File: src/rtl/des_pkg.sv
// des_pkg: shared DES tables (E, P, S1..S8), the f-function FSM state type and the E/P wiring helpers.
package des_pkg;

  typedef enum logic [1:0] {ST_IDLE, ST_SUBST, ST_DONE} state_e;

  // Entries are 1-based FIPS bit numbers of the source word (bit 1 = MSB).
  localparam int E_TAB [48] = '{
    32,  1,  2,  3,  4,  5,  4,  5,  6,  7,  8,  9,
     8,  9, 10, 11, 12, 13, 12, 13, 14, 15, 16, 17,
    16, 17, 18, 19, 20, 21, 20, 21, 22, 23, 24, 25,
    24, 25, 26, 27, 28, 29, 28, 29, 30, 31, 32,  1
  };

  localparam int P_TAB [32] = '{
    16,  7, 20, 21, 29, 12, 28, 17,  1, 15, 23, 26,  5, 18, 31, 10,
     2,  8, 24, 14, 32, 27,  3,  9, 19, 13, 30,  6, 22, 11,  4, 25
  };

  // Each box is stored row-major: index = {row, column}.
  localparam logic [3:0] S_TAB [8][64] = '{
    '{4'd14, 4'd4, 4'd13, 4'd1, 4'd2, 4'd15, 4'd11, 4'd8, 4'd3, 4'd10, 4'd6, 4'd12, 4'd5, 4'd9, 4'd0, 4'd7,
      4'd0, 4'd15, 4'd7, 4'd4, 4'd14, 4'd2, 4'd13, 4'd1, 4'd10, 4'd6, 4'd12, 4'd11, 4'd9, 4'd5, 4'd3, 4'd8,
      4'd4, 4'd1, 4'd14, 4'd8, 4'd13, 4'd6, 4'd2, 4'd11, 4'd15, 4'd12, 4'd9, 4'd7, 4'd3, 4'd10, 4'd5, 4'd0,
      4'd15, 4'd12, 4'd8, 4'd2, 4'd4, 4'd9, 4'd1, 4'd7, 4'd5, 4'd11, 4'd3, 4'd14, 4'd10, 4'd0, 4'd6, 4'd13},
    '{4'd15, 4'd1, 4'd8, 4'd14, 4'd6, 4'd11, 4'd3, 4'd4, 4'd9, 4'd7, 4'd2, 4'd13, 4'd12, 4'd0, 4'd5, 4'd10,
      4'd3, 4'd13, 4'd4, 4'd7, 4'd15, 4'd2, 4'd8, 4'd14, 4'd12, 4'd0, 4'd1, 4'd10, 4'd6, 4'd9, 4'd11, 4'd5,
      4'd0, 4'd14, 4'd7, 4'd11, 4'd10, 4'd4, 4'd13, 4'd1, 4'd5, 4'd8, 4'd12, 4'd6, 4'd9, 4'd3, 4'd2, 4'd15,
      4'd13, 4'd8, 4'd10, 4'd1, 4'd3, 4'd15, 4'd4, 4'd2, 4'd11, 4'd6, 4'd7, 4'd12, 4'd0, 4'd5, 4'd14, 4'd9},
    '{4'd10, 4'd0, 4'd9, 4'd14, 4'd6, 4'd3, 4'd15, 4'd5, 4'd1, 4'd13, 4'd12, 4'd7, 4'd11, 4'd4, 4'd2, 4'd8,
      4'd13, 4'd7, 4'd0, 4'd9, 4'd3, 4'd4, 4'd6, 4'd10, 4'd2, 4'd8, 4'd5, 4'd14, 4'd12, 4'd11, 4'd15, 4'd1,
      4'd13, 4'd6, 4'd4, 4'd9, 4'd8, 4'd15, 4'd3, 4'd0, 4'd11, 4'd1, 4'd2, 4'd12, 4'd5, 4'd10, 4'd14, 4'd7,
      4'd1, 4'd10, 4'd13, 4'd0, 4'd6, 4'd9, 4'd8, 4'd7, 4'd4, 4'd15, 4'd14, 4'd3, 4'd11, 4'd5, 4'd2, 4'd12},
    '{4'd7, 4'd13, 4'd14, 4'd3, 4'd0, 4'd6, 4'd9, 4'd10, 4'd1, 4'd2, 4'd8, 4'd5, 4'd11, 4'd12, 4'd4, 4'd15,
      4'd13, 4'd8, 4'd11, 4'd5, 4'd6, 4'd15, 4'd0, 4'd3, 4'd4, 4'd7, 4'd2, 4'd12, 4'd1, 4'd10, 4'd14, 4'd9,
      4'd10, 4'd6, 4'd9, 4'd0, 4'd12, 4'd11, 4'd7, 4'd13, 4'd15, 4'd1, 4'd3, 4'd14, 4'd5, 4'd2, 4'd8, 4'd4,
      4'd3, 4'd15, 4'd0, 4'd6, 4'd10, 4'd1, 4'd13, 4'd8, 4'd9, 4'd4, 4'd5, 4'd11, 4'd12, 4'd7, 4'd2, 4'd14},
    '{4'd2, 4'd12, 4'd4, 4'd1, 4'd7, 4'd10, 4'd11, 4'd6, 4'd8, 4'd5, 4'd3, 4'd15, 4'd13, 4'd0, 4'd14, 4'd9,
      4'd14, 4'd11, 4'd2, 4'd12, 4'd4, 4'd7, 4'd13, 4'd1, 4'd5, 4'd0, 4'd15, 4'd10, 4'd3, 4'd9, 4'd8, 4'd6,
      4'd4, 4'd2, 4'd1, 4'd11, 4'd10, 4'd13, 4'd7, 4'd8, 4'd15, 4'd9, 4'd12, 4'd5, 4'd6, 4'd3, 4'd0, 4'd14,
      4'd11, 4'd8, 4'd12, 4'd7, 4'd1, 4'd14, 4'd2, 4'd13, 4'd6, 4'd15, 4'd0, 4'd9, 4'd10, 4'd4, 4'd5, 4'd3},
    '{4'd12, 4'd1, 4'd10, 4'd15, 4'd9, 4'd2, 4'd6, 4'd8, 4'd0, 4'd13, 4'd3, 4'd4, 4'd14, 4'd7, 4'd5, 4'd11,
      4'd10, 4'd15, 4'd4, 4'd2, 4'd7, 4'd12, 4'd9, 4'd5, 4'd6, 4'd1, 4'd13, 4'd14, 4'd0, 4'd11, 4'd3, 4'd8,
      4'd9, 4'd14, 4'd15, 4'd5, 4'd2, 4'd8, 4'd12, 4'd3, 4'd7, 4'd0, 4'd4, 4'd10, 4'd1, 4'd13, 4'd11, 4'd6,
      4'd4, 4'd3, 4'd2, 4'd12, 4'd9, 4'd5, 4'd15, 4'd10, 4'd11, 4'd14, 4'd1, 4'd7, 4'd6, 4'd0, 4'd8, 4'd13},
    '{4'd4, 4'd11, 4'd2, 4'd14, 4'd15, 4'd0, 4'd8, 4'd13, 4'd3, 4'd12, 4'd9, 4'd7, 4'd5, 4'd10, 4'd6, 4'd1,
      4'd13, 4'd0, 4'd11, 4'd7, 4'd4, 4'd9, 4'd1, 4'd10, 4'd14, 4'd3, 4'd5, 4'd12, 4'd2, 4'd15, 4'd8, 4'd6,
      4'd1, 4'd4, 4'd11, 4'd13, 4'd12, 4'd3, 4'd7, 4'd14, 4'd10, 4'd15, 4'd6, 4'd8, 4'd0, 4'd5, 4'd9, 4'd2,
      4'd6, 4'd11, 4'd13, 4'd8, 4'd1, 4'd4, 4'd10, 4'd7, 4'd9, 4'd5, 4'd0, 4'd15, 4'd14, 4'd2, 4'd3, 4'd12},
    '{4'd13, 4'd2, 4'd8, 4'd4, 4'd6, 4'd15, 4'd11, 4'd1, 4'd10, 4'd9, 4'd3, 4'd14, 4'd5, 4'd0, 4'd12, 4'd7,
      4'd1, 4'd15, 4'd13, 4'd8, 4'd10, 4'd3, 4'd7, 4'd4, 4'd12, 4'd5, 4'd6, 4'd11, 4'd0, 4'd14, 4'd9, 4'd2,
      4'd7, 4'd11, 4'd4, 4'd1, 4'd9, 4'd12, 4'd14, 4'd2, 4'd0, 4'd6, 4'd10, 4'd13, 4'd15, 4'd3, 4'd5, 4'd8,
      4'd2, 4'd1, 4'd14, 4'd7, 4'd4, 4'd10, 4'd8, 4'd13, 4'd15, 4'd12, 4'd9, 4'd0, 4'd3, 4'd5, 4'd6, 4'd11}
  };

  function automatic logic [47:0] e_expand(input logic [31:0] r);
    logic [47:0] e;
    for (int i = 0; i < 48; i++) e[47-i] = r[32-E_TAB[i]];
    return e;
  endfunction

  function automatic logic [31:0] p_permute(input logic [31:0] s);
    logic [31:0] p;
    for (int i = 0; i < 32; i++) p[31-i] = s[32-P_TAB[i]];
    return p;
  endfunction

endpackage

File: src/rtl/des_sbox_lookup.sv
// des_sbox_lookup: combinational S-box lookup; row = {g[5],g[0]}, column = g[4:1].
module des_sbox_lookup
  import des_pkg::*;
(
  input  logic [2:0] box_sel,
  input  logic [5:0] group,
  output logic [3:0] sbox_out
);
  assign sbox_out = S_TAB[box_sel][{group[5], group[0], group[4:1]}];
endmodule

File: src/rtl/des_f_function.sv
// des_f_function: iterative DES round function f(R,K) = P(S(E(R) xor K)), one S-box per cycle.
module des_f_function
  import des_pkg::*;
(
  input  logic        clk,
  input  logic        reset,
  input  logic [31:0] r_half,
  input  logic [47:0] subkey,
  input  logic        in_valid,
  output logic        in_ready,
  output logic [31:0] f_output,
  output logic        out_valid,
  input  logic        out_ready
);
  state_e      state_q, state_d;
  logic [2:0]  cnt_q, cnt_d;
  logic [47:0] x_q, x_d;
  logic [31:0] acc_q, acc_d, f_q, f_d;
  logic [5:0]  grp;
  logic [3:0]  s_val;
  always_comb begin
    grp = x_q[47:42];
    for (int i = 1; i < 8; i++) if (cnt_q == 3'(i)) grp = x_q[47-6*i -: 6];
  end
  des_sbox_lookup u_sbox (
    .box_sel (cnt_q),
    .group   (grp),
    .sbox_out(s_val)
  );
  always_comb begin
    state_d = state_q;
    cnt_d   = cnt_q;
    x_d     = x_q;
    acc_d   = acc_q;
    f_d     = f_q;
    unique case (state_q)
      ST_IDLE: if (in_valid) begin
        x_d     = e_expand(r_half) ^ subkey;
        cnt_d   = '0;
        acc_d   = '0;
        state_d = ST_SUBST;
      end
      ST_SUBST: begin
        acc_d = {acc_q[27:0], s_val};
        // counter parks at 7; only a new accept restarts it
        cnt_d = (cnt_q == 3'd7) ? cnt_q : cnt_q + 3'd1;
        if (cnt_q == 3'd7) begin
          f_d     = p_permute(acc_d);
          state_d = ST_DONE;
        end
      end
      ST_DONE: state_d = out_ready ? ST_IDLE : ST_DONE;
      default: state_d = ST_IDLE;
    endcase
  end
  always_ff @(posedge clk) begin
    if (reset) begin
      state_q <= ST_IDLE;
      cnt_q   <= '0;
      x_q     <= '0;
      acc_q   <= '0;
      f_q     <= '0;
    end else begin
      state_q <= state_d;
      cnt_q   <= cnt_d;
      x_q     <= x_d;
      acc_q   <= acc_d;
      f_q     <= f_d;
    end
  end
  assign in_ready  = (state_q == ST_IDLE);
  assign out_valid = (state_q == ST_DONE);
  assign f_output  = f_q;
endmodule

File: config.mk
export PLATFORM = sky130hd
export DESIGN_NAME = des_f_function
export DESIGN_NICKNAME = d
export VERILOG_FILES = /design/src/rtl/des_pkg.sv /design/src/rtl/des_sbox_lookup.sv /design/src/rtl/des_f_function.sv
export SDC_FILE = /design/constraint.sdc
export NUM_CORES = 1
export LEC_CHECK = 0
export ABC_AREA = 0
export ABC_CLOCK_PERIOD_IN_PS = 4100
export CELL_PAD_IN_SITES_DETAIL_PLACEMENT = 1
export CELL_PAD_IN_SITES_GLOBAL_PLACEMENT = 2
export CORE_AREA = 4 4 178 180
export DETAILED_ROUTE_END_ITERATION = 8
export DIE_AREA = 0 0 182 184
export GPL_ROUTABILITY_DRIVEN = 0
export HOLD_SLACK_MARGIN = 0.02
export PLACE_DENSITY_LB_ADDON = 0.1
export SYNTH_ARGS = -nofsm -noshare
export SYNTH_HDL_FRONTEND = slang
export SYNTH_SLANG_ARGS = --single-unit
File: constraint.sdc
create_clock -name clk -period 4.1 [get_ports clk]
set_input_delay 0.41 -clock clk [delete_from_list [all_inputs] [get_ports clk]]
set_output_delay 0.41 -clock clk [all_outputs]
set_load 0.01 [all_outputs]
* After elaboration in Yosys (flattened, before gate mapping)
Memories as Yosys holds them, arrays and structs flattened.
Index checks and enable logic that the tools add are counted.
** Word-level totals
- Memories kept :: 1
- Output and inout port bits :: 34
- Bits in registers :: 113
- Bits of input ports :: 84
- Memory bits (read-only) :: 2048
- Word-level logic and storage cells :: 52
** Memory list
- (name not given) :: words 8, width 256, read ports 1, clocked after memory_dff 0, write ports 0, RTL line des_sbox_lookup.sv:9 : assign sbox_out = S_TAB[box_sel][{group[5], group[0], group[4:1]}];
** Cells by class
- Mux-type cells :: 21
- Eq/ne operators :: 12
- Reductions and logical operators :: 7
- Bitwise logic cells :: 3
- Order comparisons :: 2
- Add/sub/neg operators :: 1
** Operators by type and width (count)
- $mux W256 :: 2
- $pmux W28 S2 :: 1
- $xor A48 B48 Y48 :: 1
- $mux W6 :: 7
- $mux W28 :: 1
- $bmux W4 S6 :: 1
- $eq A3 B3 Y1 const B :: 4
- $mux W4 :: 2
- $reduce_and A2 Y1 :: 4
- $ge A7 B7 Y1 const B :: 1
- $not A6 Y7 :: 1
- $eq A3 B2 Y1 const B :: 2
- $mux W2 :: 3
- $mux W3 :: 2
- $ne A2 B2 Y1 const B :: 3
- $pmux W2 S3 :: 1
- $pmux W3 S2 :: 1
- $ge A4 B4 Y1 const B :: 1
- $not A3 Y4 :: 1
- $add A3 B1 Y3 const B :: 1
- $eq A3 B1 Y1 const B :: 1
- $reduce_and A3 Y1 :: 1
- $eq A2 B1 Y1 const B :: 1
- $eq A2 B2 Y1 const B :: 1
- 2 further kinds :: 2

* Logic depth before layout (Yosys ltp)
Gate-level depths: netlist (run 1).
- Depth in word-level cells :: 13
- Depth in mapped cells :: 19
- Gate-level depth less buffers :: 12

* Modules after synthesis
From an unflattened synthesis (run 1), not the netlist that was laid out.
** Unflattened totals
- Cell total of the unflattened synthesis :: 1135
- Area total of the unflattened synthesis :: 8391.8 um^2
** By module, submodules not included
- des_f_function :: seq. area each 2262.2 um^2, area an instance 4944.7 um^2, times used 1, cells each 598
- des_sbox_lookup :: seq. area each 0.0 um^2, area an instance 3447.1 um^2, times used 1, cells each 537

* Worst setup path before layout (run 1)
Ideal clock, no wire load.
- Path kind :: reg-to-reg
- Start point :: register cnt_q[2]
- End point :: register acc_q[0]
- Required time :: 3.966 ns
- Path slack :: -0.114 ns
- Library setup time :: 0.134 ns
- Buffers on the path :: 7
- Period minus slack after synthesis :: 4.214 ns
- Arrival time :: 4.080 ns
- Stages on the path, launching flop included :: 19
- Cells stage by stage :: dfxtp_1 -> inv_1 -> clkbuf_1 -> clkbuf_1 -> clkbuf_1 -> clkbuf_1 -> ha_1 -> clkbuf_1 -> nand2_1 -> a32o_1 -> a22oi_1 -> o21a_1 -> buf_2 -> clkbuf_1 -> o221ai_1 -> o32ai_1 -> o22ai_1 -> a211oi_1 -> a211oi_1
** Between the ends
- Cells in the longest elaborated chain, start to end :: 13
- Elaborated cells between the ends (all ways) :: 23
- Those cells by class :: eq/ne: 7; mux: 13; bitwise: 2; memory: 1
** RTL lines
- start: declaration :: RTL line des_f_function.sv:16 : logic [2:0] cnt_q, cnt_d;
- start signal: assignment :: RTL line des_f_function.sv:65 : cnt_q <= cnt_d;
- $eq A3 B1 Y1 :: RTL line des_f_function.sv:23 : for (int i = 1; i < 8; i++) if (cnt_q == 3'(i)) grp = x_q[47-6*i -: 6];
- $mux W6 (7 in a row) :: RTL line des_f_function.sv:23
- $not A6 Y7 (implied by the code) :: RTL line des_sbox_lookup.sv:9
- $bmux W4 S6 * :: RTL line des_sbox_lookup.sv:9
- $mux W4 (implied by the code) * (2 in a row) :: RTL line des_sbox_lookup.sv:9
- $pmux W28 S2 * :: RTL line des_f_function.sv:36 : unique case (state_q)
- end signal: assignment :: RTL line des_f_function.sv:61 : acc_q <= '0;
- end signal: assignment :: RTL line des_f_function.sv:67 : acc_q <= acc_d;
- end: declaration :: RTL line des_f_function.sv:18 : logic [31:0] acc_q, acc_d, f_q, f_d;
Every way passes the cells marked *; elsewhere a longest branch is shown, timed or not. The select of a mux whose other input is x is not followed.
A chain may end at the register's enable or synchronous reset.

* Worst setup path in the final report (run 1)
- Start point :: register cnt_q[0]
- End point :: register f_q[5], in the netlist f_output[5]
** Between the ends
- Cells in the longest elaborated chain, start to end :: 12
- Elaborated cells between the ends (all ways) :: 23
- Those cells by class :: eq/ne: 7; mux: 12; bitwise: 2; reduce/logical: 1; memory: 1
** RTL lines
- $eq A3 B1 Y1 :: RTL line des_f_function.sv:23
- $mux W6 (7 in a row) :: RTL line des_f_function.sv:23
- $not A6 Y7 (implied by the code) :: RTL line des_sbox_lookup.sv:9
- $bmux W4 S6 :: RTL line des_sbox_lookup.sv:9
- $mux W4 (implied by the code) (2 in a row) :: RTL line des_sbox_lookup.sv:9
- end signal: assignment :: RTL line des_f_function.sv:62 : f_q <= '0;
- end signal: assignment :: RTL line des_f_function.sv:68 : f_q <= f_d;
- end: declaration :: RTL line des_f_function.sv:18
Parallel ways exist; a longest one is shown, timed or not. The select of a mux whose other input is x is not followed.

==> results of run 1 <==
[flip-flops by register name, summed over array words and instances (netlist names)]
name      flops
state_q       2
acc_q        28
x_q          48
f_output     32
cnt_q         3
[worst reg2reg max path: stages (launching register included)]
cell and delay (ns):
sky130_fd_sc_hd__dfxtp_2 0.39, sky130_fd_sc_hd__clkinv_1 0.13, sky130_fd_sc_hd__ha_1 0.29, sky130_fd_sc_hd__buf_4 0.20, sky130_fd_sc_hd__or4b_1 0.47, sky130_fd_sc_hd__o2111ai_1 0.17, sky130_fd_sc_hd__a22oi_1 0.21, sky130_fd_sc_hd__o21ai_2 0.29
sky130_fd_sc_hd__buf_6 0.24, sky130_fd_sc_hd__nand2_1 0.14, sky130_fd_sc_hd__a311oi_1 0.37, sky130_fd_sc_hd__a21oi_1 0.09, sky130_fd_sc_hd__a221o_1 0.36, sky130_fd_sc_hd__o32ai_2 0.21, sky130_fd_sc_hd__buf_4 0.18, sky130_fd_sc_hd__o21ai_1 0.06
[worst paths after layout]
path | to | depth (start not counted) | startpoint | slack, ns
setup / recovery | f_output[5]$_SDFFE_PP0P_ | 15 | cnt_q[0]$_SDFFE_PP0P_ | 0.17
setup reg to reg | f_output[5]$_SDFFE_PP0P_ | 15 | cnt_q[0]$_SDFFE_PP0P_ | 0.17
hold reg to reg | f_output[20]$_SDFFE_PP0P_ | 2 | f_output[20]$_SDFFE_PP0P_ | 0.46
hold / removal | f_output[20]$_SDFFE_PP0P_ | 2 | f_output[20]$_SDFFE_PP0P_ | 0.46
[power groups by stage]
| stage | Clock (uW) | Sequential [uW] | Combinational, uW |
|---|---|---|---|
| 2_1_floorplan | 0 | 1200 | 751 |
| 3_3_place_gp | 0 | 1220 | 1310 |
| 5_1_grt | 1550 | 1200 | 1440 |
| 4_1_cts | 1500 | 1200 | 1300 |
| 6_report | 1450 | 1190 | 1380 |
| 3_5_place_dp | 0 | 1220 | 1290 |
[layer usage]
layer	global-route usage	wire, um
met1	0.320	17700
met2	0.364	18300
met3	0.0556	4020
met4	0.108	1870
met5	0	0
[logic make-up (layout without fill, tap and decap cells)]
kind of cell / after synthesis / after routing / share of synthesized area
AO/OA/AOI/OAI: 454 / 454 / 0.374
AND/OR/NAND/NOR: 382 / 382 / 0.195
buffers and inverters: 141 / 271 / 0.0711
flip-flops: 113 / 113 / 0.263
XOR/XNOR: 50 / 50 / 0.0510
adder cells (fa/ha/maj): 17 / 17 / 0.0248
multiplexers: 12 / 12 / 0.0214
[synthesized netlist by cell type (6+ instances only)]
cell type / number
sky130_fd_sc_hd__nand2b_1: 14
sky130_fd_sc_hd__o311ai_0: 7
sky130_fd_sc_hd__nor2_1: 146
sky130_fd_sc_hd__a22oi_1: 27
sky130_fd_sc_hd__o21ai_0: 59
sky130_fd_sc_hd__o2111ai_1: 10
sky130_fd_sc_hd__xnor2_1: 50
sky130_fd_sc_hd__a211o_1: 6
sky130_fd_sc_hd__mux2i_1: 6
sky130_fd_sc_hd__ha_1: 17
sky130_fd_sc_hd__nor2b_1: 7
sky130_fd_sc_hd__o221ai_1: 9
sky130_fd_sc_hd__clkbuf_1: 75
sky130_fd_sc_hd__o22ai_1: 11
sky130_fd_sc_hd__o31ai_1: 14
sky130_fd_sc_hd__dfxtp_1: 113
sky130_fd_sc_hd__a21oi_1: 84
sky130_fd_sc_hd__a311oi_1: 6
sky130_fd_sc_hd__a21o_1: 7
sky130_fd_sc_hd__buf_4: 10
sky130_fd_sc_hd__o211ai_1: 29
sky130_fd_sc_hd__nand3_1: 17
sky130_fd_sc_hd__o32ai_1: 7
sky130_fd_sc_hd__inv_1: 15
sky130_fd_sc_hd__a221oi_1: 9
sky130_fd_sc_hd__a31oi_1: 19
sky130_fd_sc_hd__nand3b_1: 11
sky130_fd_sc_hd__nand2_1: 145
sky130_fd_sc_hd__nor3_1: 13
sky130_fd_sc_hd__a211oi_1: 78
sky130_fd_sc_hd__a31o_2: 7
sky130_fd_sc_hd__buf_2: 35
sky130_fd_sc_hd__a2111oi_0: 7
[per-stage QoR]
stage	instance area [um^2]	TNS, ns
6_report	11200	0
5_1_grt	11200	0
4_1_cts	11100	0
3_5_place_dp	10500	-0.478
3_3_place_gp	10500	-0.361
2_1_floorplan	8590	0
[cell usage in the layout, fill, tap and decap left out, types with 8 or more instances in the layout]
cell                              count
sky130_fd_sc_hd__o22ai_1             11
sky130_fd_sc_hd__o221ai_1             9
sky130_fd_sc_hd__nand3b_1            11
sky130_fd_sc_hd__nor3_1              13
sky130_fd_sc_hd__ha_1                15
sky130_fd_sc_hd__buf_4               98
sky130_fd_sc_hd__clkdlybuf4s50_1    116
sky130_fd_sc_hd__a31oi_1             18
sky130_fd_sc_hd__a22oi_1             27
sky130_fd_sc_hd__o2111ai_1           10
sky130_fd_sc_hd__nand2_1            145
sky130_fd_sc_hd__nor2_1             144
sky130_fd_sc_hd__clkbuf_16           19
sky130_fd_sc_hd__a221oi_1             8
sky130_fd_sc_hd__o211ai_1            29
sky130_fd_sc_hd__xnor2_1             50
sky130_fd_sc_hd__o31ai_1             14
sky130_fd_sc_hd__nand3_1             17
sky130_fd_sc_hd__dfxtp_1            111
sky130_fd_sc_hd__o21ai_0             58
sky130_fd_sc_hd__nand2b_1            14
sky130_fd_sc_hd__a211oi_1            77
sky130_fd_sc_hd__inv_1               15
sky130_fd_sc_hd__a21oi_1             84
[layout make-up]
| type | instances | area share |
|---|---|---|
| multi-input cells | 915 | 0.515 |
| flip-flops and latches | 113 | 0.202 |
| repair buffers | 222 | 0.183 |
| well taps | 396 | 0.0442 |
| clock buffers | 18 | 0.0401 |
| clock inverters | 14 | 0.0105 |
| inverters | 17 | 0.00569 |
[what timing repair did]
item	4_1_cts	5_1_grt
gates resized for setup	5	13
buffers inserted	0	6
endpoints found under the setup margin	4	8
pin swaps	0	3
cloned	0	1
==> impl_metrics.xml, run 1 <==
<?xml version="1.0" encoding="UTF-8"?>
<metrics>
  <group name="run_status">
    <metric name="outcome" unit="">completed</metric>
  </group>
  <group name="synthesis">
    <metric name="yosys_register_bits" unit="">113</metric>
    <metric name="avgSynthCellArea" unit="um^2">7.34</metric>
    <metric name="synth_top_area_frac" unit="">0.263</metric>
    <metric name="yosysWarnings" unit="">0</metric>
    <metric name="synthesis.instances" unit="">1169</metric>
    <metric name="ys.flop_type" unit="">sky130_fd_sc_hd__dfxtp_1</metric>
    <metric name="synth_largest_area_cell" unit="">sky130_fd_sc_hd__dfxtp_1</metric>
    <metric name="synth_edf_count" unit="">0</metric>
    <metric name="syn-num-nets" unit="">1270</metric>
    <metric name="proportion_of_synthesized_chip_area_in_sequential_cells" unit="">0.263</metric>
    <metric name="synth.distinct_cells" unit="">79</metric>
    <metric name="ranking_of_synthesized_cells_by_area" unit="">sky130_fd_sc_hd__dfxtp_1, sky130_fd_sc_hd__a211oi_1, sky130_fd_sc_hd__nor2_1</metric>
    <metric name="synth_async_sr_flop_share" unit="">0</metric>
    <metric name="post_syn_area" unit="um^2">8590</metric>
  </group>
  <group name="clocking">
    <metric name="postCtsHoldBufs" unit="">0</metric>
    <metric name="clock_path_buffers" unit="">2</metric>
    <metric name="clkTransAtPathRegs" unit="ns">0.07</metric>
    <metric name="clock_insertion_delay_worst_skew" unit="ns">0.43</metric>
    <metric name="clk_root_buffer_cell" unit="">sky130_fd_sc_hd__clkbuf_16</metric>
    <metric name="h-tree-depth" unit="">4</metric>
    <metric name="cts_made_buffers" unit="">17</metric>
    <metric name="tritoncts" unit="">yes</metric>
    <metric name="cts_num_sinks" unit="">113</metric>
  </group>
  <group name="place">
    <metric name="dp_hpwl" unit="um">30100</metric>
    <metric name="dpl_worst_slack" unit="ns">-0.180</metric>
    <metric name="numPlacedInstances" unit="">1656</metric>
    <metric name="port-buffer-count" unit="">117</metric>
  </group>
  <group name="sta">
    <metric name="worst_pin_slew" unit="ns">0.897</metric>
    <metric name="slew_violations" unit="">0</metric>
    <metric name="hold_violations" unit="">0</metric>
    <metric name="fmaxAchievable" unit="MHz">255</metric>
    <metric name="clock_skew" unit="ns">0.0201</metric>
    <metric name="final.min_clock_period" unit="ns">3.93</metric>
    <metric name="hold_slack" unit="ns">0.457</metric>
    <metric name="finalWorstSetupSlack" unit="ns">0.174</metric>
    <metric name="grt_setup_unrepaired" unit="">no</metric>
    <metric name="period_share" unit="">0.958</metric>
    <metric name="timing.max_slew.rel_slack" unit="">0.399</metric>
    <metric name="finalSetupViolCount" unit="">0</metric>
  </group>
  <group name="final_layout">
    <metric name="filler_cell_count" unit="">3622</metric>
    <metric name="layout-drive-gt1-share" unit="">0.142</metric>
    <metric name="layout.nets" unit="">1387</metric>
    <metric name="finish.cell_count_without_fillers" unit="">1695</metric>
    <metric name="antennaDiodeCount" unit="">0</metric>
    <metric name="sequential_cell_area" unit="um^2">2270</metric>
    <metric name="finalCoreUtilization" unit="">0.372</metric>
    <metric name="multi_input_comb_area" unit="um^2">5770</metric>
    <metric name="area_growth_from_synthesis_to_layout" unit="%">30.7</metric>
  </group>
  <group name="detailed_routing">
    <metric name="ant_nets" unit="">0</metric>
    <metric name="post-route-drc-count" unit="">0</metric>
    <metric name="detail_route.vias_per_cell" unit="">5.94</metric>
    <metric name="via_count" unit="">10069</metric>
    <metric name="drt-pass1-iter-count" unit="">7</metric>
    <metric name="route.final.wire_length" unit="um">41900</metric>
    <metric name="dr.first_iter.drc_count" unit="">1184</metric>
    <metric name="routed_wire_length_per_instance" unit="um">24.7</metric>
  </group>
  <group name="power">
    <metric name="power.net_switching" unit="uW">1500</metric>
    <metric name="leakage_power_figure" unit="uW">0.00392</metric>
    <metric name="vdd.ir_drop.worst" unit="V">0.000264</metric>
    <metric name="seq_power_share" unit="">0.297</metric>
    <metric name="total_power" unit="uW">4030</metric>
    <metric name="clockPowerShare" unit="">0.361</metric>
    <metric name="comb_power_share" unit="">0.342</metric>
    <metric name="power_report.internal_total" unit="uW">2520</metric>
    <metric name="power.density_cell_area" unit="nW/um^2">359</metric>
    <metric name="netSwitchingFraction" unit="">0.373</metric>
  </group>
  <group name="critical_path">
    <metric name="cp_top_family" unit="">compound AO/OA/AOI/OAI gates</metric>
    <metric name="arrival" unit="ns">4.24</metric>
    <metric name="critical-path-slowest-cell" unit="">sky130_fd_sc_hd__or4b_1</metric>
    <metric name="critical_path.endpoint_type" unit="">register</metric>
    <metric name="worst_path_most_repeated_cell" unit="">sky130_fd_sc_hd__buf_4</metric>
    <metric name="path_cells" unit="">clkinv_1, ha_1, buf_4, or4b_1, o2111ai_1, a22oi_1, o21ai_2, buf_6, nand2_1, a311oi_1, a21oi_1, a221o_1, o32ai_2, buf_4, o21ai_1</metric>
    <metric name="crit_required" unit="ns">4.41</metric>
    <metric name="critical_path.startpoint_type" unit="">register</metric>
    <metric name="slowest_delay" unit="ns">0.47</metric>
    <metric name="number_of_buffer_and_inverter_instances_along_the_worst_setup_path" unit="">4</metric>
    <metric name="timing_worst_setup_path_type" unit="">register to register</metric>
    <metric name="worstPathMaxFanout" unit="">16</metric>
  </group>
  <group name="global_route">
    <metric name="antenna_found_initial" unit="">0</metric>
    <metric name="global_route_wire_length_before_repair" unit="um">61300</metric>
    <metric name="grt_overflow_total" unit="">0</metric>
    <metric name="grt_overall_usage" unit="">0.238</metric>
    <metric name="grt_pass1_vias" unit="">9714</metric>
    <metric name="pin_count_of_the_biggest_net_entering_global_routing" unit="">81</metric>
  </group>
  <group name="floorplanning">
    <metric name="die_y_extent" unit="um">184</metric>
    <metric name="fp.dieArea" unit="um^2">33500</metric>
    <metric name="initial_core_util" unit="">0.284</metric>
    <metric name="io_pins" unit="">118</metric>
    <metric name="fp-row-count" unit="">64</metric>
    <metric name="die-width" unit="um">182</metric>
    <metric name="fp.coreArea" unit="um^2">30200</metric>
  </group>
  <group name="flow_run">
    <metric name="max-cap-violations" unit="">0</metric>
  </group>
  <group name="worst_hold_path">
    <metric name="hold_path_class" unit="">register to register</metric>
  </group>
</metrics>
No activity file was read; power rests on OpenSTA's default activity.
==> run 2, diff against run 1 <==
- CAP_MARGIN: unset -> 20
==> results of run 2 <==
The final DEF is identical to that of run 1; final timing and power are the same.
==> run 3, diff against run 2 <==
- CORE_AREA: 4 4 178 180 -> 4 4 176 178
- DIE_AREA: 0 0 182 184 -> 0 0 180 182
- SYNTH_HIERARCHICAL: unset -> 1
==> run 3 against run 2 <==
Global-route usage shrank 1.3 points. Worst hold slack lost 0.0058 ns. Area after synthesis shrank 2.3%. Clock power grew 9%. Cell count shrank 3.2%. Synthesized cell count shrank 2.9%. Maximum frequency is essentially flat. Largest cell class unchanged.
==> impl_metrics.xml, run 3 <==
<?xml version="1.0" encoding="UTF-8"?>
<metrics>
  <group name="run_status">
    <metric name="outcome" unit="">completed</metric>
  </group>
  <group name="clocking">
    <metric name="postCtsHoldBufs" unit="">0</metric>
    <metric name="clkTransAtPathRegs" unit="ns">0.06</metric>
    <metric name="cts_made_buffers" unit="">17</metric>
    <metric name="h-tree-depth" unit="">4</metric>
    <metric name="clk_root_buffer_cell" unit="">sky130_fd_sc_hd__clkbuf_16</metric>
    <metric name="clock_insertion_delay_worst_skew" unit="ns">0.42</metric>
    <metric name="cts_num_sinks" unit="">113</metric>
    <metric name="clock_path_buffers" unit="">2</metric>
    <metric name="tritoncts" unit="">yes</metric>
  </group>
  <group name="sta">
    <metric name="slew_violations" unit="">0</metric>
    <metric name="final.min_clock_period" unit="ns">3.93</metric>
    <metric name="fmaxAchievable" unit="MHz">255</metric>
    <metric name="period_share" unit="">0.958</metric>
    <metric name="worst_pin_slew" unit="ns">1.05</metric>
    <metric name="clock_skew" unit="ns">0.0188</metric>
    <metric name="finalSetupViolCount" unit="">0</metric>
    <metric name="timing.setup.tns" unit="ns">0</metric>
    <metric name="timing.max_slew.rel_slack" unit="">0.297</metric>
    <metric name="hold_violations" unit="">0</metric>
    <metric name="finalWorstSetupSlack" unit="ns">0.173</metric>
  </group>
  <group name="global_route">
    <metric name="grt_overflow_total" unit="">0</metric>
    <metric name="grt_pass1_vias" unit="">9506</metric>
    <metric name="antenna_found_initial" unit="">1</metric>
    <metric name="global_route_wire_length_before_repair" unit="um">58300</metric>
    <metric name="pin_count_of_the_biggest_net_entering_global_routing" unit="">85</metric>
    <metric name="grt_overall_usage" unit="">0.226</metric>
  </group>
  <group name="final_layout">
    <metric name="max_ffs_per_register" unit="">48</metric>
    <metric name="antennaDiodeCount" unit="">0</metric>
    <metric name="post-route-cell-area" unit="um^2">10900</metric>
    <metric name="most_frequent_standard_cell_in_the_layout_excluding_fill_and_tap_cells" unit="">sky130_fd_sc_hd__nand2_1</metric>
    <metric name="register_with_the_highest_flop_count" unit="">x_q</metric>
    <metric name="filler_cell_count" unit="">3550</metric>
    <metric name="area_growth_from_synthesis_to_layout" unit="%">30.4</metric>
    <metric name="layout.nets" unit="">1343</metric>
    <metric name="mostFrequentLayoutCells" unit="">sky130_fd_sc_hd__nand2_1, sky130_fd_sc_hd__a21oi_1, sky130_fd_sc_hd__clkdlybuf4s50_1</metric>
    <metric name="finalCoreUtilization" unit="">0.372</metric>
    <metric name="layout-drive-gt1-share" unit="">0.126</metric>
  </group>
  <group name="detailed_routing">
    <metric name="dr.first_iter.drc_count" unit="">917</metric>
    <metric name="drt-pass1-iter-count" unit="">5</metric>
    <metric name="detail_route.vias_per_cell" unit="">5.71</metric>
    <metric name="ant_nets" unit="">0</metric>
    <metric name="route.final.wire_length" unit="um">38800</metric>
    <metric name="post-route-drc-count" unit="">0</metric>
    <metric name="via_count" unit="">9360</metric>
    <metric name="routed_wire_length_per_instance" unit="um">23.6</metric>
  </group>
  <group name="critical_path">
    <metric name="worstPathMaxFanout" unit="">21</metric>
    <metric name="critical_path.startpoint_type" unit="">register</metric>
    <metric name="cp-startpoint" unit="">cnt_q[0]$_SDFFE_PP0P_</metric>
    <metric name="path_cells" unit="">ha_1, ha_1, buf_4, nor2b_1, o21ai_0, nand4b_1, o221ai_4, inv_4, buf_12, nor2_1, a32oi_1, o311a_1, o21ai_0, a31oi_1, nand2_1, a21oi_1</metric>
    <metric name="crit_required" unit="ns">4.35</metric>
    <metric name="timing_worst_setup_path_type" unit="">register to register</metric>
    <metric name="arrival" unit="ns">4.18</metric>
    <metric name="critical-path-slowest-cell" unit="">sky130_fd_sc_hd__o221ai_4</metric>
    <metric name="timing.reg2reg.worst_path_depth" unit="">16</metric>
    <metric name="slowest_delay" unit="ns">0.51</metric>
    <metric name="critical_path.endpoint_type" unit="">register</metric>
    <metric name="worstReg2RegStart" unit="">cnt_q[0]$_SDFFE_PP0P_</metric>
  </group>
  <group name="power">
    <metric name="leakage_power_figure" unit="uW">0.00371</metric>
    <metric name="vdd.ir_drop.worst" unit="V">0.000231</metric>
    <metric name="total_power" unit="uW">4260</metric>
    <metric name="power.density_cell_area" unit="nW/um^2">390</metric>
  </group>
  <group name="synthesis">
    <metric name="synth_top_area_frac" unit="">0.270</metric>
    <metric name="yosysWarnings" unit="">6</metric>
    <metric name="ranking_of_synthesized_cells_by_area" unit="">sky130_fd_sc_hd__dfxtp_1, sky130_fd_sc_hd__a21oi_1, sky130_fd_sc_hd__nand2_1</metric>
    <metric name="synth.distinct_cells" unit="">85</metric>
    <metric name="post_syn_area" unit="um^2">8390</metric>
    <metric name="avgSynthCellArea" unit="um^2">7.39</metric>
    <metric name="synth_async_sr_flop_share" unit="">0</metric>
    <metric name="ys.flop_type" unit="">sky130_fd_sc_hd__dfxtp_1</metric>
    <metric name="synth_largest_area_cell" unit="">sky130_fd_sc_hd__dfxtp_1</metric>
    <metric name="post-synth-top-count-cell" unit="">sky130_fd_sc_hd__nand2_1</metric>
    <metric name="yosys_register_bits" unit="">113</metric>
    <metric name="ys_top_cells_by_count" unit="">sky130_fd_sc_hd__nand2_1, sky130_fd_sc_hd__a21oi_1, sky130_fd_sc_hd__dfxtp_1</metric>
    <metric name="proportion_of_synthesized_chip_area_in_sequential_cells" unit="">0.270</metric>
    <metric name="synth_edf_count" unit="">0</metric>
    <metric name="syn-num-nets" unit="">1240</metric>
    <metric name="synthesis.instances" unit="">1135</metric>
  </group>
  <group name="worst_hold_path">
    <metric name="min-delay-start" unit="">acc_q[24]$_SDFFE_PP0P_</metric>
    <metric name="hold_depth" unit="">2</metric>
    <metric name="hold_path_class" unit="">register to register</metric>
  </group>
  <group name="place">
    <metric name="dp_hpwl" unit="um">27300</metric>
    <metric name="port-buffer-count" unit="">117</metric>
    <metric name="dpl_worst_slack" unit="ns">0.0688</metric>
    <metric name="instance_area_after_placement" unit="um^2">10100</metric>
  </group>
  <group name="floorplanning">
    <metric name="fp.coreArea" unit="um^2">29400</metric>
    <metric name="fp-row-count" unit="">63</metric>
    <metric name="initial_core_util" unit="">0.285</metric>
    <metric name="die-width" unit="um">180</metric>
    <metric name="die_y_extent" unit="um">182</metric>
    <metric name="io_pins" unit="">118</metric>
    <metric name="fp.dieArea" unit="um^2">32800</metric>
  </group>
  <group name="flow_run">
    <metric name="max-cap-violations" unit="">0</metric>
  </group>
</metrics>
==> run 3: changes by cell type in the layout (fill, tap and decap cells not counted), sizes merged, moves of 9 or more <==
cell	before	now
nor2	146	101
nand3	17	54
a21oi	88	116
buf	105	80
nor2b	8	33
a211oi	78	59
a22oi	27	10
o211ai	30	16
nor3b	2	13
nand2b	14	24
nand3b	11	1
a31oi	19	10
nor3	13	22
==> run 3: per-layer routing <==
| layer | up-vias | global-route usage | wire length, um |
|---|---|---|---|
| met5 | - | 0 | 13 |
| li1 | 4359 | - | - |
| met1 | 4540 | 0.308 | 17500 |
| met3 | 92 | 0.0491 | 2590 |
| met2 | 367 | 0.348 | 17200 |
| met4 | 2 | 0.0863 | 1450 |
==> run 3: cell families after synthesis <==
logic type      count (synthesis)  share of synthesized area
mux                            14                     0.0204
buf+inv                       126                     0.0751
xor+xnor                       52                     0.0543
simple gates                  432                      0.248
fa+ha+maj                      21                     0.0313
flops                         113                      0.270
compound gates                377                      0.301
==> run 3: repair_timing <==
item | in CTS | in global routing
endpoints found under the setup margin | 0 | 8
buffers inserted | 0 | 13
gates resized for setup | 0 | 20
==> run 3: final cells by class <==
class,count,area [um^2],share of cell area
multi-input combinational,897,5660,0.517
clock inverter,14,181,0.0166
sequential,113,2270,0.207
tap,390,488,0.0446
clock buffer,17,425,0.0389
timing repair buffer,198,1880,0.172
inverter,11,43.8,0.00400
==> run 3: power by group <==
| part | total [uW] | switching (uW) | internal [uW] | leakage (uW) |
|---|---|---|---|---|
| combinational | 1490 | 893 | 596 | 0.00251 |
| clock | 1580 | 614 | 963 | 0.000283 |
| sequential | 1200 | 48.5 | 1150 | 0.000923 |
| total | 4260 | 1550 | 2710 | 0.00371 |
==> run 3: worst paths after layout <==
check,endpoint,slack [ns]
worst min-delay path,f_output[1]$_SDFFE_PP0P_,0.45
worst min register to register,f_output[1]$_SDFFE_PP0P_,0.45
worst max-delay path,f_output[27]$_SDFFE_PP0P_,0.17
worst max register to register,f_output[27]$_SDFFE_PP0P_,0.17
==> run 3: per-stage QoR <==
stage          hold slack (ns)  std cells
3_5_place_dp             0.447       1594
2_1_floorplan            0.432       1135
3_3_place_gp             0.444       1594
5_1_grt                  0.483       1640
4_1_cts                  0.456       1625
6_report                 0.451       1640
==> run 3: worst max-delay path: cells and delay by family, from the launching register on <==
| kind | cells | cell delay, ns |
|---|---|---|
| AOI/OAI and AO/OA | 7 | 1.64 |
| adders and majority gates | 2 | 0.43 |
| buffers and inverters | 3 | 0.54 |
| DFF | 1 | 0.34 |
| and+or+nand+nor | 4 | 0.77 |
==> edit 1: new RTL, flow settings as in run 2 <==
`f_q` no longer has a reset.
--- a/src/rtl/des_f_function.sv
+++ b/src/rtl/des_f_function.sv
@@ -59,14 +59,16 @@
       cnt_q   <= '0;
       x_q     <= '0;
       acc_q   <= '0;
-      f_q     <= '0;
     end else begin
       state_q <= state_d;
       cnt_q   <= cnt_d;
       x_q     <= x_d;
       acc_q   <= acc_d;
-      f_q     <= f_d;
     end
+  end
+
+  always_ff @(posedge clk) begin
+    f_q <= f_d;
   end
   assign in_ready  = (state_q == ST_IDLE);
   assign out_valid = (state_q == ST_DONE);
Behaviour: differs if reset is asserted again (counterexample within 10 cycles, from zero or initial values and one cycle with reset high); with reset held inactive, the same outputs for 10 cycles.
==> edit 1 against run 2 <==
- maximum frequency fell by 0.40%
- sequential cell count did not move
- via count fell by 8.3%
- critical path depth fell by 1
- cell count fell by 6.3%
- first-iteration DRC count fell by 14%
- clock power rose by 6%
- power rose by 2.5%
- wire length fell by 3.0%
- area after synthesis fell by 2.2%
- cell area fell by 1.3%
- worst setup slack got worse by 0.016 ns
- critical endpoint is now acc_q[0]
==> edit 1: results (changes against run 2) <==
metric,value,unit,change
status,"complete, no violations",,
finalClockSkew,0.0180,ns,-0.00209 ns
worst_r2r_path_depth,14,,-1
synth.distinct_cells,95,,+20%
wirelength,40600,um,-3.0%
crit_slowest_cell,o32a_2,,
max_stage_delay,0.38,ns,-0.09 ns
wire_per_inst,25.6,um,+3.5%
worstPathMaxFanout,25,,+9
synth_edf_count,32,,+32
yosysSeqAreaShare,30.8,%,+4.4 points
pre_cts_slack,-0.0220,ns,+0.158 ns
path_delay_family,simple AND/OR/NAND/NOR gates,,
peakVddDrop,0.267,mV,+1.5%
place_inst,1550,,-6.4%
p_leak,3.92,nW,about the same
placed_area,10400,um2,-1.6%
slew_headroom,45.5,%,+5.7 points
hpwlAfterDp,29000,um,-3.6%
grt_max_degree,73,,-9.9%
first_pass_iters,6,,-1
drt_iter0_markers,1021,,-14%
synth.avg_cell_area,8.02,um2,+9.2%
syn_nets,1148,,-9.6%
synth_area_leaders,"dfxtp_1 (19%), edfxtp_1 (11%), nor2_1 (6.1%)",,
first_global_vias,9019,,-7.2%
grt_pass1_wl,59000,um,-3.8%
num_vias,9232,,-8.3%
layout-drive-gt1-share,15.4,%,+1.3 points
==> edit 1: cell types whose count changed after synthesis, sizes merged, moves of 11 or more <==
| cell | run 2 | this run |
|---|---|---|
| a21oi | 88 | 70 |
| edfxtp | 0 | 32 |
| nand2 | 145 | 81 |
| nand3 | 17 | 29 |
| a211oi | 78 | 64 |
| nor3 | 13 | 30 |
| dfxtp | 113 | 81 |
| clkbuf | 75 | 56 |
| o21ai | 66 | 55 |
==> edit 1: kinds of logic (layout without fill, tap and decap cells) <==
group,after synthesis,count (layout),share of synthesized area [%]
simple gates,357,357,19.8
compound gates,377,378,32.7
fa+ha+maj,17,17,2.53
flops,113,113,30.8
xor+xnor,50,50,5.21
mux,12,12,1.74
buf+inv,121,265,7.21
==> edit 1: metal layers <==
metal	global-route usage [%]	part of all wire [%]	vias up	routed length [um]
li1	-	-	4176	-
met1	30.8	43	4460	17400
met2	36.7	44	470	18000
met3	3.88	7.2	126	2950
met4	11.0	5.5	0	2250
met5	0	0	-	0
==> edit 1: cell type report <==
type	count	area, um2
inverter	14	52.6
tap	396	495
clock buffer	17	425
timing repair buffer	219	2070
clock inverter	15	170
sequential	113	2590
multi-input combinational	814	5280
fill	3557	19100
==> edit 1: worst paths after layout <==
check | start | end | slack (ns)
hold / removal | acc_q[26] | f_output[15] | 0.44
setup / recovery | cnt_q[1] | acc_q[0] | 0.16
setup reg to reg | cnt_q[1] | acc_q[0] | 0.16
hold reg to reg | acc_q[26] | f_output[15] | 0.44
==> edit 1: power by group <==
group | switching, W | total (W) | internal (W)
logic | 0.000824 | 0.00136 | 0.000539
registers | 0.0000385 | 0.00124 | 0.00120
clock network | 0.000615 | 0.00153 | 0.000912
total | 0.00148 | 0.00413 | 0.00265
==> edit 2: new RTL, config.mk and constraints of run 2 <==
Made on the original files. Register the input `subkey` before use. The logic sees it one clock later. The other inputs are not delayed to match.
--- a/src/rtl/des_f_function.sv
+++ b/src/rtl/des_f_function.sv
@@ -12,6 +12,13 @@
   output logic        out_valid,
   input  logic        out_ready
 );
+
+  logic [47:0] subkey_q;
+
+  always_ff @(posedge clk) begin
+    subkey_q <= subkey;
+  end
+
   state_e      state_q, state_d;
   logic [2:0]  cnt_q, cnt_d;
   logic [47:0] x_q, x_d;
@@ -35,7 +42,7 @@
     f_d     = f_q;
     unique case (state_q)
       ST_IDLE: if (in_valid) begin
-        x_d     = e_expand(r_half) ^ subkey;
+        x_d     = e_expand(r_half) ^ subkey_q;
         cnt_d   = '0;
         acc_d   = '0;
         state_d = ST_SUBST;
Function: changed (Yosys sat finds a counterexample within 10 cycles, from zero or initial values and one cycle with reset high).
==> edit 2 against run 2 <==
- worst setup slack got worse by 0.014 ns
- area after synthesis grew 11%
- critical path depth unchanged
- wire length up 6.6%
- cell area increased by 11%
- critical endpoint is now f_output[17]
- clock skew is essentially flat
- power increased by 17%
- sequential cell count rose by 48
==> edit 2: results (changes against run 2) <==
metric,value,unit,change
num_vias,10700,,+5.8%
wl_met2,19000,um,+3.9%
p_leak,4.36,nW,+11%
route.met3.wl,4290,um,+6.9%
status,"complete, no violations",,
hp-class,primary input to flop,,
synth.distinct_cells,98,,+24%
yosysSeqAreaShare,33.8,%,+7.4 points
wire_per_inst,25.1,um,+1.7%
synth_common_cells,"dfxtp_1 (161), nand2_1 (142), a21oi_1 (131), nor2_1 (118), a211oi_1 (77)",,
cp.arrival,4.21,ns,-0.03 ns
max_stage_delay,0.52,ns,+0.05 ns
antenna_found_initial,1,,+1
hold_depth,1,,-1
hpwlAfterDp,32700,um,+8.7%
syn_nets,1321,,+4.0%
finalClockSkew,0.0205,ns,+0.000484 ns
grt_pass1_wl,67300,um,+9.7%
layout-drive-gt1-share,16.6,%,+2.4 points
crit_slowest_cell,a2111oi_2,,
first_global_vias,10700,,+9.6%
drt_iter0_markers,1326,,+12%
fill_cells,3579,,-1.2%
worst_slew_pin_slew,0.989,ns,+0.0920 ns
synth_area_leaders,"dfxtp_1 (34%), a21oi_1 (6.9%), a211oi_1 (6.1%)",,
-- edit 2: per-layer routing --
metal,up-vias,global-route usage (%)
met3,144,7.14
met5,-,0
met4,2,12.4
met1,5107,34.9
met2,593,38.9
li1,4812,-
-- edit 2: logic make-up (layout without fill, tap and decap cells) --
family,Yosys count,count (layout),synth area share [%]
buf+inv,138,298,6.72
xor+xnor,48,48,4.41
flops,161,161,33.8
simple gates,414,414,19.8
mux,3,3,0.459
compound gates,439,439,32.6
fa+ha+maj,17,17,2.23
-- edit 2: final timing paths --
check                           slack (ns)       start      endpoint
worst max-delay path                  0.16    cnt_q[0]  f_output[17]
worst min-delay path                  0.40  subkey[24]  subkey_q[24]
worst max register to register        0.16    cnt_q[0]  f_output[17]
worst min register to register        0.46   acc_q[25]   f_output[9]
-- edit 2: layout make-up --
type	instances	area [um2]	area share [%]
well taps	396	495	3.99
clock inverters	11	129	1.04
flip-flops and latches	161	3230	26.0
repair buffers	252	2260	18.2
multi-input cells	921	5800	46.7
inverters	16	60.1	0.483
clock buffers	19	453	3.64
-- edit 2: critical path, delay by kind of cell, from the launching register on --
| kind | cells | cell delay, ns |
|---|---|---|
| AOI/OAI and AO/OA | 7 | 1.71 |
| DFF | 1 | 0.43 |
| and+or+nand+nor | 3 | 0.63 |
| adders and majority gates | 1 | 0.29 |
| buffers and inverters | 4 | 0.69 |
-- edit 2: report_power, final --
group / switching, W / internal, W / leakage (nW) / total [W]
logic: 0.000872 / 0.000555 / 2.75 / 0.00143
registers: 0.0000561 / 0.00164 / 1.33 / 0.00170
clock network: 0.000667 / 0.000928 / 0.282 / 0.00159
-- edit 2: metrics by stage --
step                      cells  setup TNS [ns]  hold WS (ns)
final                      1776               0         0.404
after global routing       1776         -0.0350         0.389
after CTS                  1774               0         0.383
after detailed placement   1742          -0.910         0.451
after global placement     1741          -0.968         0.446
after floorplan            1220               0         0.432
-- edit 2: timing repair --
item | CTS | global route
buffers inserted | 2 | 2
setup endpoints to repair | 8 | 8
pin swaps | 1 | 3
resized for setup | 6 | 20
endpoints found under the hold margin | 0 | 0
